<file path="src/rtl/micro_seq_pkg.sv">
`default_nettype none
// ============================================================================
// Module      : micro_seq_pkg
// Description : Shared types and constants for the micro-sequencer slice:
//               FSM state encoding, default halt opcode, dispatch bases.
// Revision    : 1.0 - initial release
// ============================================================================
package micro_seq_pkg;

  // Instruction-cycle states, 3-bit encoded
  typedef enum logic [2:0] {
    S_IDLE   = 3'd0,
    S_FETCH  = 3'd1,
    S_DECODE = 3'd2,
    S_EXEC   = 3'd3,
    S_HALT   = 3'd4
  } seq_state_t;

  // Opcode that stops the machine instead of dispatching
  localparam logic [3:0] c_HLT_OP_DEFAULT = 4'hF;

  // Opcodes below this limit dispatch to {opcode[2:0],1'b0}
  localparam int         c_DISP_LO_LIMIT  = 8;

  // Entry point shared by all opcodes at or above the limit
  localparam logic [3:0] c_DISP_HI_BASE   = 4'h0;

endpackage
`default_nettype wire

</file>
<file path="src/rtl/micro_dispatch_rom.sv">
`default_nettype none
// ============================================================================
// Module      : micro_dispatch_rom
// Description : Combinational opcode -> microprogram entry address table.
//               Kept separate so the map can grow with the instruction set.
// Revision    : 1.0 - initial release
// ============================================================================
module micro_dispatch_rom
  import micro_seq_pkg::*;
#(
  parameter int UPC_W = 4,
  parameter int OP_W  = 4
) (
  input  logic [OP_W-1:0]  OPCODE,
  output logic [UPC_W-1:0] UPC_D
);

  // Low opcodes get two microsteps of room each; the rest share one entry
  always_comb begin
    UPC_D = UPC_W'(c_DISP_HI_BASE);
    if (OPCODE < OP_W'(c_DISP_LO_LIMIT)) begin
      UPC_D = UPC_W'({OPCODE[2:0], 1'b0});
    end
  end

endmodule
`default_nettype wire

</file>
<file path="src/rtl/micro_sequencer.sv">
`default_nettype none
// ============================================================================
// Module      : micro_sequencer
// Description : Instruction-cycle sequencer driving an external loadable
//               uPC counter, the IR load strobe and the memory request.
//               Only state and FAULT are registered; counter controls decode
//               straight from the current microinstruction fields.
// Revision    : 1.0 - initial release
// ============================================================================
module micro_sequencer
  import micro_seq_pkg::*;
#(
  parameter int              UPC_W  = 4,
  parameter int              OP_W   = 4,
  parameter logic [OP_W-1:0] HLT_OP = OP_W'(c_HLT_OP_DEFAULT)
) (
  input  logic             CLK,
  input  logic             CLRn,
  input  logic             START,
  input  logic             HALT_REQ,
  input  logic [OP_W-1:0]  OPCODE,
  input  logic             MEM_RDY,
  input  logic             COND,
  input  logic             UEND,
  input  logic             UBR,
  input  logic             UWAIT,
  input  logic [UPC_W-1:0] UTGT,
  input  logic [UPC_W-1:0] UPC_Q,
  output logic             UPC_LDn,
  output logic             UPC_ENP,
  output logic             UPC_ENT,
  output logic [UPC_W-1:0] UPC_D,
  output logic             MEM_REQ,
  output logic             IR_LD,
  output logic             BUSY,
  output logic             HALTED,
  output logic             FAULT
);

  localparam logic [UPC_W-1:0] c_UPC_LAST = '1;

  seq_state_t       r_state;
  seq_state_t       w_next;
  logic             r_fault;
  logic             w_set_fault;
  logic [UPC_W-1:0] w_disp;

  micro_dispatch_rom #(
    .UPC_W (UPC_W),
    .OP_W  (OP_W)
  ) u_dispatch (
    .OPCODE (OPCODE),
    .UPC_D  (w_disp)
  );

  // State register; CLRn is shared with the uPC so both restart together
  always_ff @(posedge CLK or negedge CLRn) begin
    if (!CLRn) r_state <= S_IDLE;
    else       r_state <= w_next;
  end

  // Sticky overflow flag, only a reset clears it
  always_ff @(posedge CLK or negedge CLRn) begin
    if (!CLRn)            r_fault <= 1'b0;
    else if (w_set_fault) r_fault <= 1'b1;
  end

  assign FAULT = r_fault;

  // Next-state and counter/memory control decode
  always_comb begin
    w_next      = r_state;
    w_set_fault = 1'b0;
    UPC_LDn     = 1'b1;
    UPC_ENP     = 1'b0;
    UPC_ENT     = 1'b0;
    UPC_D       = '0;
    MEM_REQ     = 1'b0;
    IR_LD       = 1'b0;
    BUSY        = 1'b0;
    HALTED      = 1'b0;
    case (r_state)
      S_IDLE: begin
        if (START) w_next = S_FETCH;
      end
      S_FETCH: begin
        BUSY    = 1'b1;
        MEM_REQ = 1'b1;
        if (MEM_RDY) begin
          IR_LD  = 1'b1;
          w_next = S_DECODE;
        end
      end
      S_DECODE: begin
        BUSY = 1'b1;
        if (OPCODE == HLT_OP) begin
          w_next = S_HALT;
        end else begin
          UPC_LDn = 1'b0;
          UPC_D   = w_disp;
          w_next  = S_EXEC;
        end
      end
      S_EXEC: begin
        BUSY = 1'b1;
        if (UWAIT && !MEM_RDY) begin
          // ENT alone keeps the cascade primed while the uPC holds
          MEM_REQ = 1'b1;
          UPC_ENT = 1'b1;
        end else if (UEND) begin
          MEM_REQ = UWAIT;
          w_next  = HALT_REQ ? S_HALT : S_FETCH;
        end else if (UBR && COND) begin
          UPC_LDn = 1'b0;
          UPC_D   = UTGT;
        end else if (UPC_Q == c_UPC_LAST) begin
          // Counting past the last address would wrap into another routine
          w_set_fault = 1'b1;
          w_next      = S_HALT;
        end else begin
          UPC_ENP = 1'b1;
          UPC_ENT = 1'b1;
          MEM_REQ = UWAIT;
        end
      end
      S_HALT: begin
        HALTED = 1'b1;
        if (!r_fault && START) w_next = S_FETCH;
      end
      default: begin
        w_next = S_IDLE;
      end
    endcase
  end

endmodule
`default_nettype wire

</file>
<file path="config.mk">
export PLATFORM = sky130hd
export DESIGN_NAME = micro_sequencer
export DESIGN_NICKNAME = d
export VERILOG_FILES = /design/src/rtl/micro_seq_pkg.sv /design/src/rtl/micro_dispatch_rom.sv /design/src/rtl/micro_sequencer.sv
export SDC_FILE = /design/constraint.sdc
export NUM_CORES = 1
export LEC_CHECK = 0
export CAP_MARGIN = 25
export CORE_MARGIN = 1.5
export CORE_UTILIZATION = 31
export DETAILED_ROUTE_END_ITERATION = 10
export PLACE_DENSITY = 0.77
export SLEW_MARGIN = 25
export SYNTH_ARGS = -nofsm -noshare
export SYNTH_HDL_FRONTEND = slang
export SYNTH_SLANG_ARGS = --single-unit
</file>
<file path="constraint.sdc">
create_clock -name CLK -period 2.2 [get_ports CLK]
set_input_delay 0.66 -clock CLK [delete_from_list [all_inputs] [get_ports CLK]]
set_output_delay 0.66 -clock CLK [all_outputs]
set_load 0.01 [all_outputs]
</file>
After elaboration in Yosys (flattened, before gate mapping)
Cells that the tools add are included.
- magnitude comparators: 1
- eq/ne operators: 12
- mux-type cells: 42
- reductions and logical operators: 8
- operators with widths (operator ; number):
    $mux 3 ; 9
    $mux 1 ; 24
    $mux 4 ; 5
    $pmux 3 s5 ; 1
    $eq 4x4->1 const B ; 2
    $ne 2x2->1 const B ; 4
    $pmux 4 s2 ; 1
    $eq 3x2->1 const B ; 2
    $ne 3x3->1 const B ; 2
    $reduce_and 6->1 ; 1
    $lt 4x4->1 const B ; 1
    $pmux 1 s2 ; 2
    $eq 3x1->1 const B ; 1
    $eq 3x3->1 const B ; 1
    $logic_and 1x1->1 ; 3
    $logic_not 3->1 ; 1
    $reduce_or 3->1 ; 1
    $logic_not 1->1 ; 2
- register bits after elaboration: 4
- input port bits: 21
- output and inout bits: 12
- word-level logic and storage cells: 65

Longest topological paths before layout
- word-level depth: 6
- mapped depth: 4
- depth with buffers taken out: 4

Cells and area by module
Synthesis repeated with hierarchy kept, for this count alone.
- cell total of the unflattened synthesis: 63
- area, all modules: 519.2 um2
- modules (own cells, without submodules) (module ; instances ; cells an instance ; area each (um2)):
    micro_sequencer ; 1 ; 58 ; 489.2
    micro_dispatch_rom ; 1 ; 5 ; 30.0

Worst setup path after synthesis
Ideal clock, no wire load.
- path kind: input to output
- from: in UBR
- to: out MEM_REQ
- arrival time: 1357 ps
- data required time: 1540 ps
- slack: 183 ps
- stages: 4
- buffers on the path: 0
- cells stage by stage: nand2_1 > nand3_1 > a31o_2 > a21oi_1
- word-level cells in the longest chain between the ends: 5
- RTL lines (what ; RTL line ; text):
    start, declared ; micro_sequencer.sv:25 ; input logic UBR,
    $logic_and 1x1->1 ; micro_sequencer.sv:113 ; end else if (UBR && COND) begin
    $mux 1 ; micro_sequencer.sv:113 ;
    $mux 1 ; micro_sequencer.sv:110 ; end else if (UEND) begin
    $mux 1 ; micro_sequencer.sv:106 ; if (UWAIT && !MEM_RDY) begin
    $pmux 1 s2 ; micro_sequencer.sv:82 ; case (r_state)
    end, declared ; micro_sequencer.sv:33 ; output logic MEM_REQ,
Every way passes these cells.

Final worst setup path
- from: in MEM_RDY
- to: out UPC_D[1]
- word-level cells in the longest chain between the ends: 4
- RTL lines (what ; RTL line ; text):
    start, declared ; micro_sequencer.sv:22 ; input logic MEM_RDY,
    $logic_not 1->1 ; micro_sequencer.sv:106 ;
    $logic_and 1x1->1 ; micro_sequencer.sv:106 ;
    $mux 4 ; micro_sequencer.sv:106 ;
    $pmux 4 s2 ; micro_sequencer.sv:82 ;
    end, declared ; micro_sequencer.sv:32 ; output logic [UPC_W-1:0] UPC_D,
Every way passes these cells.

==> run metrics <==
drt total wl 1520 um; HPWL after DPL between 1000 and 1500 um; htree depth 1; Worst Tran Pin Value between 0.2 and 0.25 ns; Distinct cells, synth 27; CP required about 1.5 ns; Worst-path clk slew ~0.040 ns; leading cell type in the layout, fill and taps excluded buf_4; final worst slack -0.0436 ns; synthesized instance count between 40 and 50; RSZ-0062 raised after global routing true; Top Ports 33; CP Capture Type output port; Worst setup SP type input port; DRT Pass-1 Iters 4; First DRT Iteration DRCs 9; count of final hold-check violations 0; Int Pwr ~540 uW; vias in the first global route between 500 and 600; fin util 0.773; crit-path max cell delay about 0.25 ns; Reg2Reg Setup Slack roughly 0.77 ns; cell breakdown of the critical path buf_6 > or2b_4 > nand2b_4 > nor3_4 > buf_4 > a22o_1 > buf_2; status complete, but fails checks; die height 39.2 um; via count about 600; area grow syn2layout 120%; register area around 100 um^2; CP Class in2out; grt ovf 0; Max-slew headroom 0.834; die area 1530 um^2; clock latency on the worst-skew pair 0.23 ns; minimum clock period after layout ~2.2 ns; clock power share 0.100; Max Buffers Root-to-Sink 2; cts hold-fix bufs 0; max-cap violations 0; nets 129; Max Slew Vio Count 0; yosys synthesis warning count 0; multi-input logic area roughly 320 um^2; first-pass GRT wire length between 2000 and 2500 um; overall routing resource usage 0.230; syn nets 70; P_sw approximately 350 uW; Initial Util 0.351; syn_area_per_cell 8.27 um^2; sequential fraction of the synthesis area 0.247; WL/cell ~13 um; CTS root buf clkbuf_4; switch share 0.394; core area about 1200 um^2; skew final between 0.0004 and 0.0005 ns; drt drc 0; FMAX ~0.45 GHz; cell area power density 994 nW/um^2; P_leak about 0.00047 uW; initial antenna violation count 0; layout cells sized above 1 0.557; largest net degree at the start of global routing 5; clock sink total 4; Detail Route Antenna Nets 0; total CTS buffers 3; fill count 96; ant diodes 0; worst hold path type reg2reg; FF+latch count, synth 4; post-DR vias/cell about 5.0; pre-CTS setup slack -0.775 ns; Worst path slowest cell or2b_4; commonest non-fill, non-tap cells in the layout buf_4 (20), buf_2 (10), clkdlybuf4s50_1 (8), nor2_1 (6); Worst EP arrival between 1.5 and 2 ns; Comb power frac 0.724; DIE WIDTH 39.2 um; num rows 12; Peak VDD IR 0.000719 V; CTS tree yes; Post-Syn Area 405 um^2; final setup violation count 2; Reg power frac 0.176; I/O Buffers 32; violated checks setup timing; crit-path max FO 4; final worst-path cycle share 1.02; GPL Wtd Cong between 0.7 and 0.8
critical path, delay by kind of cell:
family,cells,cell delay (ns)
buffers and inverters,3,0.35
AOI/OAI and AO/OA,1,0.20
and+or+nand+nor,3,0.37
final timing paths:
kind                                  from         end  cells after the start
worst max-delay path               MEM_RDY    UPC_D[1]                      7
worst min-delay path                 FAULT       FAULT                      1
worst max register to register  r_state[2]  r_state[2]                      4
worst min register to register       FAULT       FAULT                      1
max in group asynchronous             CLRn  r_state[0]                      1
min in group asynchronous             CLRn  r_state[1]                      1
Yosys cell counts:
master,instances,area [um^2]
nand2_1,3,11.3
nor3b_1,2,15.0
inv_1,3,11.3
nor3_1,1,5.00
nand2b_4,1,13.8
or2_1,1,6.26
nor2_1,8,30.0
nand3b_4,1,20.0
dfrtp_1,4,100
or2_2,1,6.26
a21boi_0,1,7.51
a22o_1,3,26.3
nand4_1,1,6.26
o32ai_1,1,8.76
nand2b_1,3,18.8
o31a_2,1,10.0
a31oi_1,1,6.26
or2b_4,1,11.3
a41o_2,1,11.3
nand3_1,1,5.00
a21oi_1,3,15.0
a32o_1,1,10.0
and2_1,2,12.5
nor3_4,1,16.3
o21a_1,1,7.51
a31o_2,1,8.76
o21ai_0,1,5.00
sequential cells by signal, indices dropped and copies added (netlist names):
signal   flops
r_state      3
FAULT        1
kinds of logic (layout without fill, tap and decap cells):
logic type,Yosys count,in the layout,share of synthesized area
AOI/OAI and AO/OA,15,15,0.287
buffers and inverters,3,60,0.0278
DFF,4,4,0.247
and+or+nand+nor,27,27,0.438
routing by layer:
metal  up-vias  global-route usage  part of all wire
met3         0              0.0578             0.090
met5         -                   0                 0
met1       277               0.240              0.43
met4         0               0.103                 0
li1        296                   -                 -
met2        24               0.421              0.48
power by group through the flow:
stage          registers [uW]  clock network, uW  logic [uW]
3_3_place_gp              151                  0         614
4_1_cts                   155               93.5         625
6_report                  157               88.7         643
5_1_grt                   162               99.9         696
3_5_place_dp              154                  0         630
2_1_floorplan             163                  0         249
per-stage QoR:
step	area [um^2]	hold WS (ns)	total power (uW)	setup TNS [ns]	instances
final	893	0.534	888	-0.0834	120
after global routing	893	0.552	958	-0.158	120
after CTS	898	0.538	873	-0.0805	119
after detailed placement	871	0.522	784	-6.30	112
after global placement	871	0.522	765	-6.03	112
after floorplan	405	0.364	412	0	49
layout make-up:
type                       count  area share
clock buffer                   3      0.0252
inverter                       3      0.0126
multi-input combinational     42       0.363
sequential                     4       0.112
tap                           14      0.0196
timing repair buffer          54       0.468
repair_timing:
action | in CTS | in global routing
resized for setup | 76 | 9
buffers inserted | 4 | 1
setup endpoints to repair | 11 | 7
pin swaps | 12 | 2
No activity file was read; power rests on OpenSTA's default activity.
